`config.mk`:
```
export PLATFORM = sky130hd
export DESIGN_NAME = load_store_unit
export DESIGN_NICKNAME = d
export VERILOG_FILES = /design/src/rtl/load_store_unit.sv
export SDC_FILE = /design/constraint.sdc
export NUM_CORES = 1
export LEC_CHECK = 0
export CAP_MARGIN = 10
export CORE_MARGIN = 1
export CORE_UTILIZATION = 58
export DETAILED_ROUTE_END_ITERATION = 16
export MAX_ROUTING_LAYER = met4
export PLACE_DENSITY = 0.95
export SYNTH_ARGS = -nofsm -noshare
export SYNTH_HDL_FRONTEND = slang
export SYNTH_SLANG_ARGS = --single-unit
```
`constraint.sdc`:
```
create_clock -name clk -period 4.15 [get_ports clk]
set_clock_uncertainty 0.2 [all_clocks]
set_input_delay 0.83 -clock clk [delete_from_list [all_inputs] [get_ports clk]]
set_output_delay 0.83 -clock clk [all_outputs]
set_load 0.01 [all_outputs]
```
`src/rtl/load_store_unit.sv`:
```
// Load/store unit: in-order store queue draining to the memory write port,
// loads issued only once the queue is empty, with sign/zero extension.
module load_store_unit #(
  parameter int unsigned ADDR_WIDTH          = 32,
  parameter int unsigned DATA_WIDTH          = 32,
  parameter int unsigned STORE_QUEUE_DEPTH   = 4,
  localparam int unsigned DATA_BYTE_SIZE      = DATA_WIDTH / 8,
  localparam int unsigned DATA_INDEXING_WIDTH = $clog2(DATA_BYTE_SIZE)
) (
  input  logic                         clk,
  input  logic                         rst,
  input  logic                         req_valid,
  output logic                         req_ready,
  input  logic                         req_is_store,
  input  logic [1:0]                   req_size,
  input  logic                         req_signed,
  input  logic [ADDR_WIDTH-1:0]        req_addr,
  input  logic [DATA_WIDTH-1:0]        req_wdata,
  output logic                         load_valid,
  output logic [DATA_WIDTH-1:0]        load_data,
  output logic                         store_queue_empty,
  output logic [ADDR_WIDTH-1:0]        mem_fetch_addr,
  input  logic [DATA_WIDTH-1:0]        mem_fetched_data,
  input  logic                         mem_fetch_done,
  output logic [ADDR_WIDTH-1:0]        mem_write_addr,
  output logic [DATA_WIDTH-1:0]        mem_write_data,
  output logic [DATA_INDEXING_WIDTH:0] mem_bytes_to_write,
  output logic                         mem_write_activate,
  input  logic                         mem_write_done
);

  localparam int unsigned PTR_W   = $clog2(STORE_QUEUE_DEPTH);
  localparam int unsigned CNT_W   = PTR_W + 1;
  localparam int unsigned BYTES_W = DATA_INDEXING_WIDTH + 1;

  typedef enum logic {IDLE, LOAD} state_t;

  state_t               state_q, state_d;
  logic [PTR_W-1:0]     head_q, head_d, tail_q, tail_d;
  logic [CNT_W-1:0]     count_q, count_d;
  logic [ADDR_WIDTH-1:0] sq_addr_q  [STORE_QUEUE_DEPTH];
  logic [ADDR_WIDTH-1:0] sq_addr_d  [STORE_QUEUE_DEPTH];
  logic [DATA_WIDTH-1:0] sq_data_q  [STORE_QUEUE_DEPTH];
  logic [DATA_WIDTH-1:0] sq_data_d  [STORE_QUEUE_DEPTH];
  logic [BYTES_W-1:0]    sq_bytes_q [STORE_QUEUE_DEPTH];
  logic [BYTES_W-1:0]    sq_bytes_d [STORE_QUEUE_DEPTH];
  logic [ADDR_WIDTH-1:0] ld_addr_q, ld_addr_d;
  logic [1:0]            ld_size_q, ld_size_d;
  logic                  ld_signed_q, ld_signed_d;
  logic [DATA_WIDTH-1:0] load_data_q, load_data_d;
  logic                  load_valid_q, load_valid_d;

  logic                  full, push, pop;
  logic [1:0]            eff_size;
  logic [DATA_WIDTH-1:0] ext_data;

  // Full/empty come from the registered count only.
  assign full               = (count_q == CNT_W'(STORE_QUEUE_DEPTH));
  assign store_queue_empty  = (count_q == '0);
  assign mem_write_activate = !store_queue_empty;
  assign mem_write_addr     = sq_addr_q[head_q];
  assign mem_write_data     = sq_data_q[head_q];
  assign mem_bytes_to_write = sq_bytes_q[head_q];
  assign mem_fetch_addr     = ld_addr_q;
  assign load_data          = load_data_q;
  assign load_valid         = load_valid_q;
  assign eff_size           = (req_size == 2'd3) ? 2'd2 : req_size;

  // Extend the fetched word according to the registered load size.
  always_comb begin
    ext_data = mem_fetched_data;
    case (ld_size_q)
      2'd0: ext_data = {{(DATA_WIDTH-8){ld_signed_q & mem_fetched_data[7]}},
                        mem_fetched_data[7:0]};
      2'd1: ext_data = {{(DATA_WIDTH-16){ld_signed_q & mem_fetched_data[15]}},
                        mem_fetched_data[15:0]};
      default: ext_data = mem_fetched_data;
    endcase
  end

  always_comb begin
    state_d      = state_q;
    head_d       = head_q;
    tail_d       = tail_q;
    count_d      = count_q;
    sq_addr_d    = sq_addr_q;
    sq_data_d    = sq_data_q;
    sq_bytes_d   = sq_bytes_q;
    ld_addr_d    = ld_addr_q;
    ld_size_d    = ld_size_q;
    ld_signed_d  = ld_signed_q;
    load_data_d  = load_data_q;
    load_valid_d = 1'b0;
    req_ready    = 1'b0;
    push         = 1'b0;

    case (state_q)
      IDLE: begin
        req_ready = req_is_store ? !full : store_queue_empty;
        if (req_valid && req_ready) begin
          if (req_is_store) begin
            push = 1'b1;
          end else begin
            ld_addr_d   = req_addr;
            ld_size_d   = req_size;
            ld_signed_d = req_signed;
            state_d     = LOAD;
          end
        end
      end
      LOAD: begin
        if (mem_fetch_done) begin
          load_data_d  = ext_data;
          load_valid_d = 1'b1;
          state_d      = IDLE;
        end
      end
      default: state_d = IDLE;
    endcase

    pop = !store_queue_empty && mem_write_done;

    if (push) begin
      sq_addr_d[tail_q]  = req_addr;
      sq_data_d[tail_q]  = req_wdata;
      sq_bytes_d[tail_q] = BYTES_W'(1) << eff_size;
      tail_d             = tail_q + PTR_W'(1);
    end
    if (pop) begin
      head_d = head_q + PTR_W'(1);
    end
    case ({push, pop})
      2'b10:   count_d = count_q + CNT_W'(1);
      2'b01:   count_d = count_q - CNT_W'(1);
      default: count_d = count_q;
    endcase
  end

  always_ff @(posedge clk) begin
    if (rst) begin
      state_q      <= IDLE;
      head_q       <= '0;
      tail_q       <= '0;
      count_q      <= '0;
      ld_addr_q    <= '0;
      ld_size_q    <= '0;
      ld_signed_q  <= 1'b0;
      load_data_q  <= '0;
      load_valid_q <= 1'b0;
      for (int i = 0; i < STORE_QUEUE_DEPTH; i++) begin
        sq_addr_q[i]  <= '0;
        sq_data_q[i]  <= '0;
        sq_bytes_q[i] <= '0;
      end
    end else begin
      state_q      <= state_d;
      head_q       <= head_d;
      tail_q       <= tail_d;
      count_q      <= count_d;
      ld_addr_q    <= ld_addr_d;
      ld_size_q    <= ld_size_d;
      ld_signed_q  <= ld_signed_d;
      load_data_q  <= load_data_d;
      load_valid_q <= load_valid_d;
      for (int i = 0; i < STORE_QUEUE_DEPTH; i++) begin
        sq_addr_q[i]  <= sq_addr_d[i];
        sq_data_q[i]  <= sq_data_d[i];
        sq_bytes_q[i] <= sq_bytes_d[i];
      end
    end
  end

endmodule

```
======== After elaboration in Yosys (flattened, before gate mapping) ========
Index checks and enable logic that the tools add are counted.
Widths: inputs -> output; s select.
storage, ports and cells
  register bits ........................... 344
  input bits .............................. 105
  output and inout port bits .............. 135
  logic and storage cells ................. 80
cells by class
  add/subtract/negate cells ............... 4
  magnitude comparators ................... 3
  equality and inequality tests ........... 5
  shifts and indexed selects .............. 1
  multiplexer cells ....................... 29
  bitwise gates (word level) .............. 6
  reduce and logical (&&, ||, !) cells .... 11
operators by type and width
  kind                 count
  $bwmux 128           2
  $mux 32              5
  $bmux 32 s2          2
  $demux 32 s2         1
  $pmux 32 s2          1
  $bwmux 12            1
  $mux 1               9
  $mux 3               3
  $bmux 3 s2           1
  $demux 3 s2          1
  $ge 3x3->1 const B   2
  $not 2->3            2
  $pmux 3 s2           1
  $add 2x1->2 const B  2
  $eq 2x1->1 const B   2
  $eq 2x2->1 const B   2
  $add 3x1->3 const B  1
  $eq 3x3->1 const B   1
  $logic_and 1x1->1    3
  $logic_not 3->1      1
  $lt 3x1->1 const B   1
  $reduce_and 3->1     1
  $shl 1x2->3 const A  1
  $sub 3x1->3 const B  1
  other kinds (9)      12

======== Logic depth before layout (Yosys ltp) ========
  depth after elaboration ................. 8
  gate-level depth with buffers ........... 9
  depth with buffers taken out ............ 8

======== Worst setup path before layout ========
No wires, ideal clock.
  path kind ............................... input-to-reg
  start point ............................. in req_valid
  end point ............................... reg count_q[2]
  library setup time ...................... 70 ps
  data arrival time ....................... 2389 ps
  required time ........................... 3880 ps
  slack ................................... 1491 ps
  stages on the path ...................... 9
  buffers on the path ..................... 1
  path through ............................ nor2b_1 -> clkbuf_1 -> nand3_1 -> ha_1 -> inv_1 -> fa_1 -> xor2_1 -> or3_1 -> a21oi_1
between the ends
  word-level cells in the longest chain between the ends .. 5
  elaborated cells between the ends (all ways) .. 7
  those cells by class .................... eq/ne (2); mux (3); reduce/logical (2)
ends and longest elaborated chain
  what                                                    RTL line  RTL
  from (decl)                                             12        input logic req_valid,
  $logic_and 1x1->1 *                                     100       if (req_valid && req_ready) begin
  $mux 1 *                                                100
  $mux 1 *                                                97        case (state_q)
  $eq 2x1->1 / $eq 2x2->1 (equally long branches)         132       case ({push, pop})
  $pmux 3 s2 / $reduce_bool 2->1 (equally long branches)  n/a
  to (signal assigned)                                    159       count_q <= count_d;
  to (decl)                                               40        logic [CNT_W-1:0] count_q, count_d;
Mark *: on every way between the ends. The rest lies on a longest branch, timed or not.
A chain may end at the register's enable or synchronous reset.

======== Worst setup path in the final report ========
  start point ............................. reg head_q[0]
  end point ............................... out mem_write_data[0]
between the ends
  word-level cells in the longest chain between the ends .. 4
ends and longest elaborated chain
  what                                         RTL line  RTL
  from (decl)                                  39        logic [PTR_W-1:0] head_q, head_d, tail_q, tail_d;
  from (signal assigned)                       142       head_q <= '0;
  from (signal assigned)                       157       head_q <= head_d;
  $not 2->3 (implied by the code)              62        assign mem_write_data = sq_data_q[head_q];
  $bmux 32 s2                                  62
  $mux 32 (implied by the code) (2 in series)  62
  to (decl)                                    26        output logic [DATA_WIDTH-1:0] mem_write_data,
Every way passes these cells. The select of a mux whose other input is x is not followed.

==> summary.md <==
| Metric | Value |
|---|---|
| Vias in the first global route | `11,200` |
| Slew @ Worst Pin | `1.09 ns` |
| DIE WIDTH | `163 um` |
| Status | `finished clean` |
| Overflow after GRT | `0` |
| Critical path capture point type | `output port` |
| Sequential power share | `42.9%` |
| Drt drc | `0` |
| Hold Violations, Final | `0` |
| I/O Buffers | `239` |
| DIE AREA | `26,700 sq um` |
| Fillers | `1,587` |
| Hold_buf cts | `0` |
| RSZ-0062 raised after global routing | `false` |
| Worst Path Buf+Inv | `2` |
| Final-report max-slew violation count | `0` |
| Via-to-Cell Ratio | `5.62` |
| Area Overhead vs Synth | `24.6%` |
| Worst path cell trace | `buf_12 -> mux4_2 -> clkdlybuf4s50_1` |
| Syn nets | `1,462` |
| Pin count of the biggest net entering global routing | `224` |
| Crit path time final | `3.60 ns` |
| CTS Sinks | `344` |
| Netlist cell types | `34` |
| Routability cong. | `0.781` |
| Synth Cell Area | `15,100 sq um` |
| Worst-path fanout max | `23` |
| Reg clk slew, reported paths | `0.06 ns` |
| Io pins | `240` |
| # nets final | `1,650` |
| Post-CTS Setup Inserts | `0` |
| Clock power share | `38.2%` |
| Internal cell power | `6.30 mW` |
| Clk_lat worst skew | `0.51 ns` |
| CTS buffer count | `37` |
| Share of cells above drive strength 1 | `9.77%` |
| Post-synthesis sequential area ratio | `45.5%` |
| # H-tree levels | `2` |
| Hold Crit Class | `flop to flop` |
| Initial DRC count | `605` |
| Vias | `10,700` |
| Data arrival, critical path | `2.57 ns` |
| Kind of critical path | `flop to output port` |
| Overall Power | `8.54 mW` |
| Drt first pass iters | `5` |
| Core ar. | `25,400 sq um` |
| Crit path max-delay family | `buffers and inverters` |
| Fmax | `0.278 GHz` |
| Worst rel slew slack | `27.6%` |
| Total GRT Usage | `27.5%` |
| Die Y | `163 um` |
| Final WL | `35,800 um` |
| Comb pwr share | `19.0%` |
| Startpoint Class | `flop` |
| Synth top area share | `45.5%` |
| First-pass GRT wire length | `57,000 um` |
| Initial antenna violation count | `1` |
| Max IR drop VDD | `0.000364 V` |
| Root buffer cell | `clkbuf_16` |
| #FFs+latches synth | `344` |
| Final period util | `86.7%` |
| P_leak | `7.92 nW` |
| Remaining antenna violation count after routing | `0` |
| Leading area contributor after synthesis | `dfxtp_1` |
| Clock buffer depth | `3` |
| Yosys warns | `0` |
| Initial Utilization | `59.6%` |
| CTS resizes | `0` |
| Sw Ratio | `26.2%` |
| Fin Setup TNS | `0 ns` |
| # setup viols final | `0` |
| Synth Instances | `1,351` |
| WL per Instance | `18.9 um` |
| CTS tree | `yes` |
| Synth area leaders | `dfxtp_1 (46%), mux2i_1 (20%), nand2b_1 (15%), mux4_2 (10%), clkbuf_1 (1.5%)` |
| P per Cell Area | `453 nW/um^2` |
| Total of max-cap violations | `0` |
| DP HPWL | `22,000 um` |
| CP max-delay cell | `dfxtp_4` |
| P_sw | `2.24 mW` |
| Row cnt | `58` |
| Critical path's largest stage delay | `0.65 ns` |
| Avg Cell Area, Syn | `11.2 sq um` |
| Worst Path Required | `3.12 ns` |
-- path summary, 6_finish.rpt --
path | startpoint | endpoint | slack [ns] | cells past startpoint
hold reg to reg | load_data[5] | load_data[5] | 0.26 | 2
setup / recovery | head_q[0] | mem_write_data[0] | 0.55 | 3
hold / removal | load_data[5] | load_data[5] | 0.26 | 2
setup reg to reg | count_q[0] | count_q[2] | 1.52 | 8
-- layout make-up --
| cell class | count | area (sq um) | area share [%] |
|---|---|---|---|
| diodes | 1 | 2.50 | 0.0133 |
| well taps | 330 | 413 | 2.19 |
| flip-flops and latches | 344 | 6890 | 36.6 |
| multi-input cells | 893 | 7730 | 41.0 |
| clock inverters | 15 | 171 | 0.909 |
| inverters | 6 | 22.5 | 0.119 |
| repair buffers | 257 | 2590 | 13.8 |
| clock buffers | 51 | 1030 | 5.46 |
-- flip-flops by register name (all words and copies together) (netlist names) --
signal	flops
head_q	2
state_q	1
load_valid	1
ld_size_q	2
sq_addr_q	128
load_data	32
ld_signed_q	1
tail_q	2
sq_bytes_q	12
sq_data_q	128
mem_fetch_addr	32
count_q	3
-- stage by stage --
stage               std cells  utilization, %  cell area [sq um]  setup WS, ns  hold slack (ns)
finish                   1897            74.2              18900         0.552            0.255
global route             1897            74.2              18900         0.428            0.272
CTS                      1896            74.2              18800         0.510            0.256
detailed placement       1830            69.5              17600         0.693            0.247
global placement         1830            69.5              17600         0.691            0.242
floorplan                1351               -              15100          1.49            0.246
-- worst register-to-register path: cells and delay by family (launching register included) --
| kind | cells | cell delay, ns |
|---|---|---|
| XOR/XNOR | 1 | 0.17 |
| flip-flops | 1 | 0.37 |
| AND/OR/NAND/NOR | 3 | 1.06 |
| AO/OA/AOI/OAI | 1 | 0.13 |
| buffers and inverters | 1 | 0.06 |
| adder cells (fa/ha/maj) | 2 | 0.58 |
-- synth_stat cells --
cell        n
fa_1        1
nor2b_1     1
a211oi_1   24
or3_1       4
nand2b_1  373
a311oi_1    1
ha_1        5
a21oi_1    13
o311ai_0    1
nand4_1     5
nand2_1    41
a31o_2      1
buf_4       8
nor2_1     33
and4_1      3
or2_2       1
inv_1       6
and4b_1     1
o21ai_0     3
and2_1      2
or3b_2      1
mux2i_1   303
mux2_2      1
xor2_1      3
dfxtp_1   344
a31oi_1     1
clkbuf_1   62
mux4_2     67
nor3_1      1
or3b_1      1
buf_1       6
buf_2      28
nand3_1     2
buf_6       4
-- cells by family after synthesis --
group / Yosys count / synth area share (%)
xor gates and xnor gates: 3 / 0.174
muxes: 371 / 30.1
AOI/OAI and AO/OA: 44 / 1.94
DFF: 344 / 45.5
adders and majority gates: 6 / 0.546
and+or+nand+nor: 469 / 18.3
buffers and inverters: 114 / 3.46
-- power by group through the flow --
stage / Combinational, mW / Clock, mW / Sequential (mW)
after floorplan: 1.00 / 0 / 3.66
after global placement: 1.57 / 0 / 3.72
after detailed placement: 1.61 / 0 / 3.73
after global routing: 1.73 / 3.44 / 3.69
final: 1.62 / 3.26 / 3.66
after CTS: 1.62 / 3.30 / 3.66
-- cells in the final DEF, fill, tap and decap left out, types with 5 or more instances in the layout --
cell	Yosys	final
clkinv_2	0	6
nand4_1	5	5
mux4_2	67	67
nand2_1	41	41
clkbuf_1	62	9
dfxtp_1	344	342
buf_12	0	5
clkdlybuf4s50_1	0	238
mux2i_1	303	303
nor2_1	33	33
a211oi_1	24	24
clkbuf_16	0	37
clkbuf_8	0	6
a21oi_1	13	13
nand2b_1	373	373
buf_4	8	13
inv_1	6	6
ha_1	5	5
-- per-layer routing --
| metal | track usage (%) | routed length, um | vias up |
|---|---|---|---|
| met5 | - | 0 | - |
| met4 | 7.87 | 792 | 0 |
| met3 | 6.73 | 2200 | 73 |
| met2 | 47.4 | 18100 | 286 |
| li1 | - | - | 5005 |
| met1 | 31.6 | 14700 | 5305 |
No activity file was read; power rests on OpenSTA's default activity.
==> RTL edit (same flow settings) <==
`DATA_WIDTH`: 32 -> 16.
--- a/src/rtl/load_store_unit.sv
+++ b/src/rtl/load_store_unit.sv
@@ -2,7 +2,7 @@
 // loads issued only once the queue is empty, with sign/zero extension.
 module load_store_unit #(
   parameter int unsigned ADDR_WIDTH          = 32,
-  parameter int unsigned DATA_WIDTH          = 32,
+  parameter int unsigned DATA_WIDTH          = 16,
   parameter int unsigned STORE_QUEUE_DEPTH   = 4,
   localparam int unsigned DATA_BYTE_SIZE      = DATA_WIDTH / 8,
   localparam int unsigned DATA_INDEXING_WIDTH = $clog2(DATA_BYTE_SIZE)
Ports: changed (5 resized); port bits go from 240 to 175. The function was not compared with the original's and may differ.
==> RTL edit against the original RTL <==
- routed wire length shrank 31%
- clock power shrank 32%
- sequential cell count shrank 84
- power shrank 27%
- synthesized area shrank 24%
- design area shrank 25%
- setup slack lost 0.075 ns
- critical endpoint is now mem_bytes_to_write[1]
- synthesized cell count shrank 25%
- worst hold slack gained 0.0045 ns
==> RTL edit: results (changes against the original RTL) <==
- The portion of the post-synthesis area used by sequential elements came to 45.1% (was 45.5%).
- The minimum clock period came to 3.67 ns (was 3.60 ns).
- The termination of the worst setup path was mem_bytes_to_write[1] (was mem_write_data[0]).
- The synthesized-area fraction occupied by ao, oa, aoi and oai cells is 1.42% (was 1.94%).
- The number of DRC markers after the initial detailed-route iteration is 309 (was 605).
- The number of different library cells in the post-synthesis netlist is 32 (was 34).
- Status: complete, no violations (unchanged).
- The iteration count of the initial detailed-routing pass was 4 (was 5).
- The worst setup slack before clock tree synthesis is 0.623 ns (was 0.693 ns).
- The number of clock buffers inserted by TritonCTS is 27 (was 37).
- The ratio of cells with drive above 1 in the final layout is 9.63% (was 9.77%).
- The register-to-register setup slack is 1.49 ns (was 1.52 ns).
- The count of placed standard cells including taps is 1394 (was 1830).
- The H-tree level count is 1 (was 2).
- The static power due to leakage was 5.96 nW (was 7.92 nW).
- The worst hold path stage count is 2 (unchanged).
- Largest cells by area after synthesis: dfxtp_1 (45%), mux2i_1 (20%), nand2b_1 (16%) (was dfxtp_1 (46%), mux2i_1 (20%), nand2b_1 (15%)).
- The startpoint of the lowest-slack hold path is load_data[2] (was load_data[5]).
- The maximum number of pins on one net before global-route repair was 127 (was 224).
- The longest individual stage delay on the worst path came to 0.87 ns (was 0.65 ns).
- The post-synthesis cell count is 1019 (was 1351).
- The total half-perimeter wirelength after legalization and detailed placement is 15.3 mm (was 22.0 mm).
- The worst slew margin relative to its limit is 24.1% (was 27.6%).
- The launch point of the worst path is head_q[1] (was head_q[0]).
- The adder-cell share of the synthesized area is 0.716% (was 0.546%).
- The highest fanout seen on the critical path is 38 (was 23).
- The post-placement cell area is 13300 sq um (was 17600 sq um).
- The final routed wirelength across all metal layers is 24.7 mm (was 35.8 mm).
- The final routed wire length divided by cell count came to 17.2 um (was 18.9 um).
- The arrival time of data at the critical path endpoint is 2.64 ns (was 2.57 ns).
- The number of global-route vias before repair came to 7911 (was 11200).
- The worst vdd rail ir drop is 415 uV (was 364 uV).
- The multiplexer share of the synthesized area came to 30.3% (was 30.1%).
- The first-pass GRT wire length was 39.7 mm (was 57.0 mm).
- The smallest hold slack was 0.259 ns (was 0.255 ns).
- The number of port buffers is 174 (was 239).
- The routability congestion estimate is 0.791 (was 0.781).
- The total global routing track utilization was 25.1% (was 27.5%).
- The parity-gate share of the synthesized area counting xor and xnor cells came to 0.228% (was 0.174%).
-- RTL edit: logic make-up after synthesis --
| kind of cell | count (synthesis) |
|---|---|
| buffers and inverters | 85 |
| AO/OA/AOI/OAI | 27 |
| adder cells (fa/ha/maj) | 6 |
| AND/OR/NAND/NOR | 352 |
| multiplexers | 286 |
| XOR/XNOR | 3 |
| flip-flops | 260 |
-- RTL edit: report_power, final --
part           switching, W  internal (W)  leakage, nW
logic              0.000543      0.000676         3.46
registers          0.000157       0.00264         2.11
clock network      0.000931       0.00129        0.397
-- RTL edit: routing by layer --
layer	vias up	global-route usage, %	share of wire [%]
li1	3756	-	-
met1	3798	31.3	44
met2	176	42.4	50
met3	25	4.53	4.9
met4	0	5.38	1.5
met5	-	-	0
-- RTL edit: cell type report --
type                    count  area [sq um]
clock buffers              41           788
fillers                  1324          5320
inverters                   6          22.5
flip-flops and latches    260          5210
repair buffers            189          1880
diodes                      1          2.50
clock inverters             3          15.0
well taps                 265           332
multi-input cells         674          5890
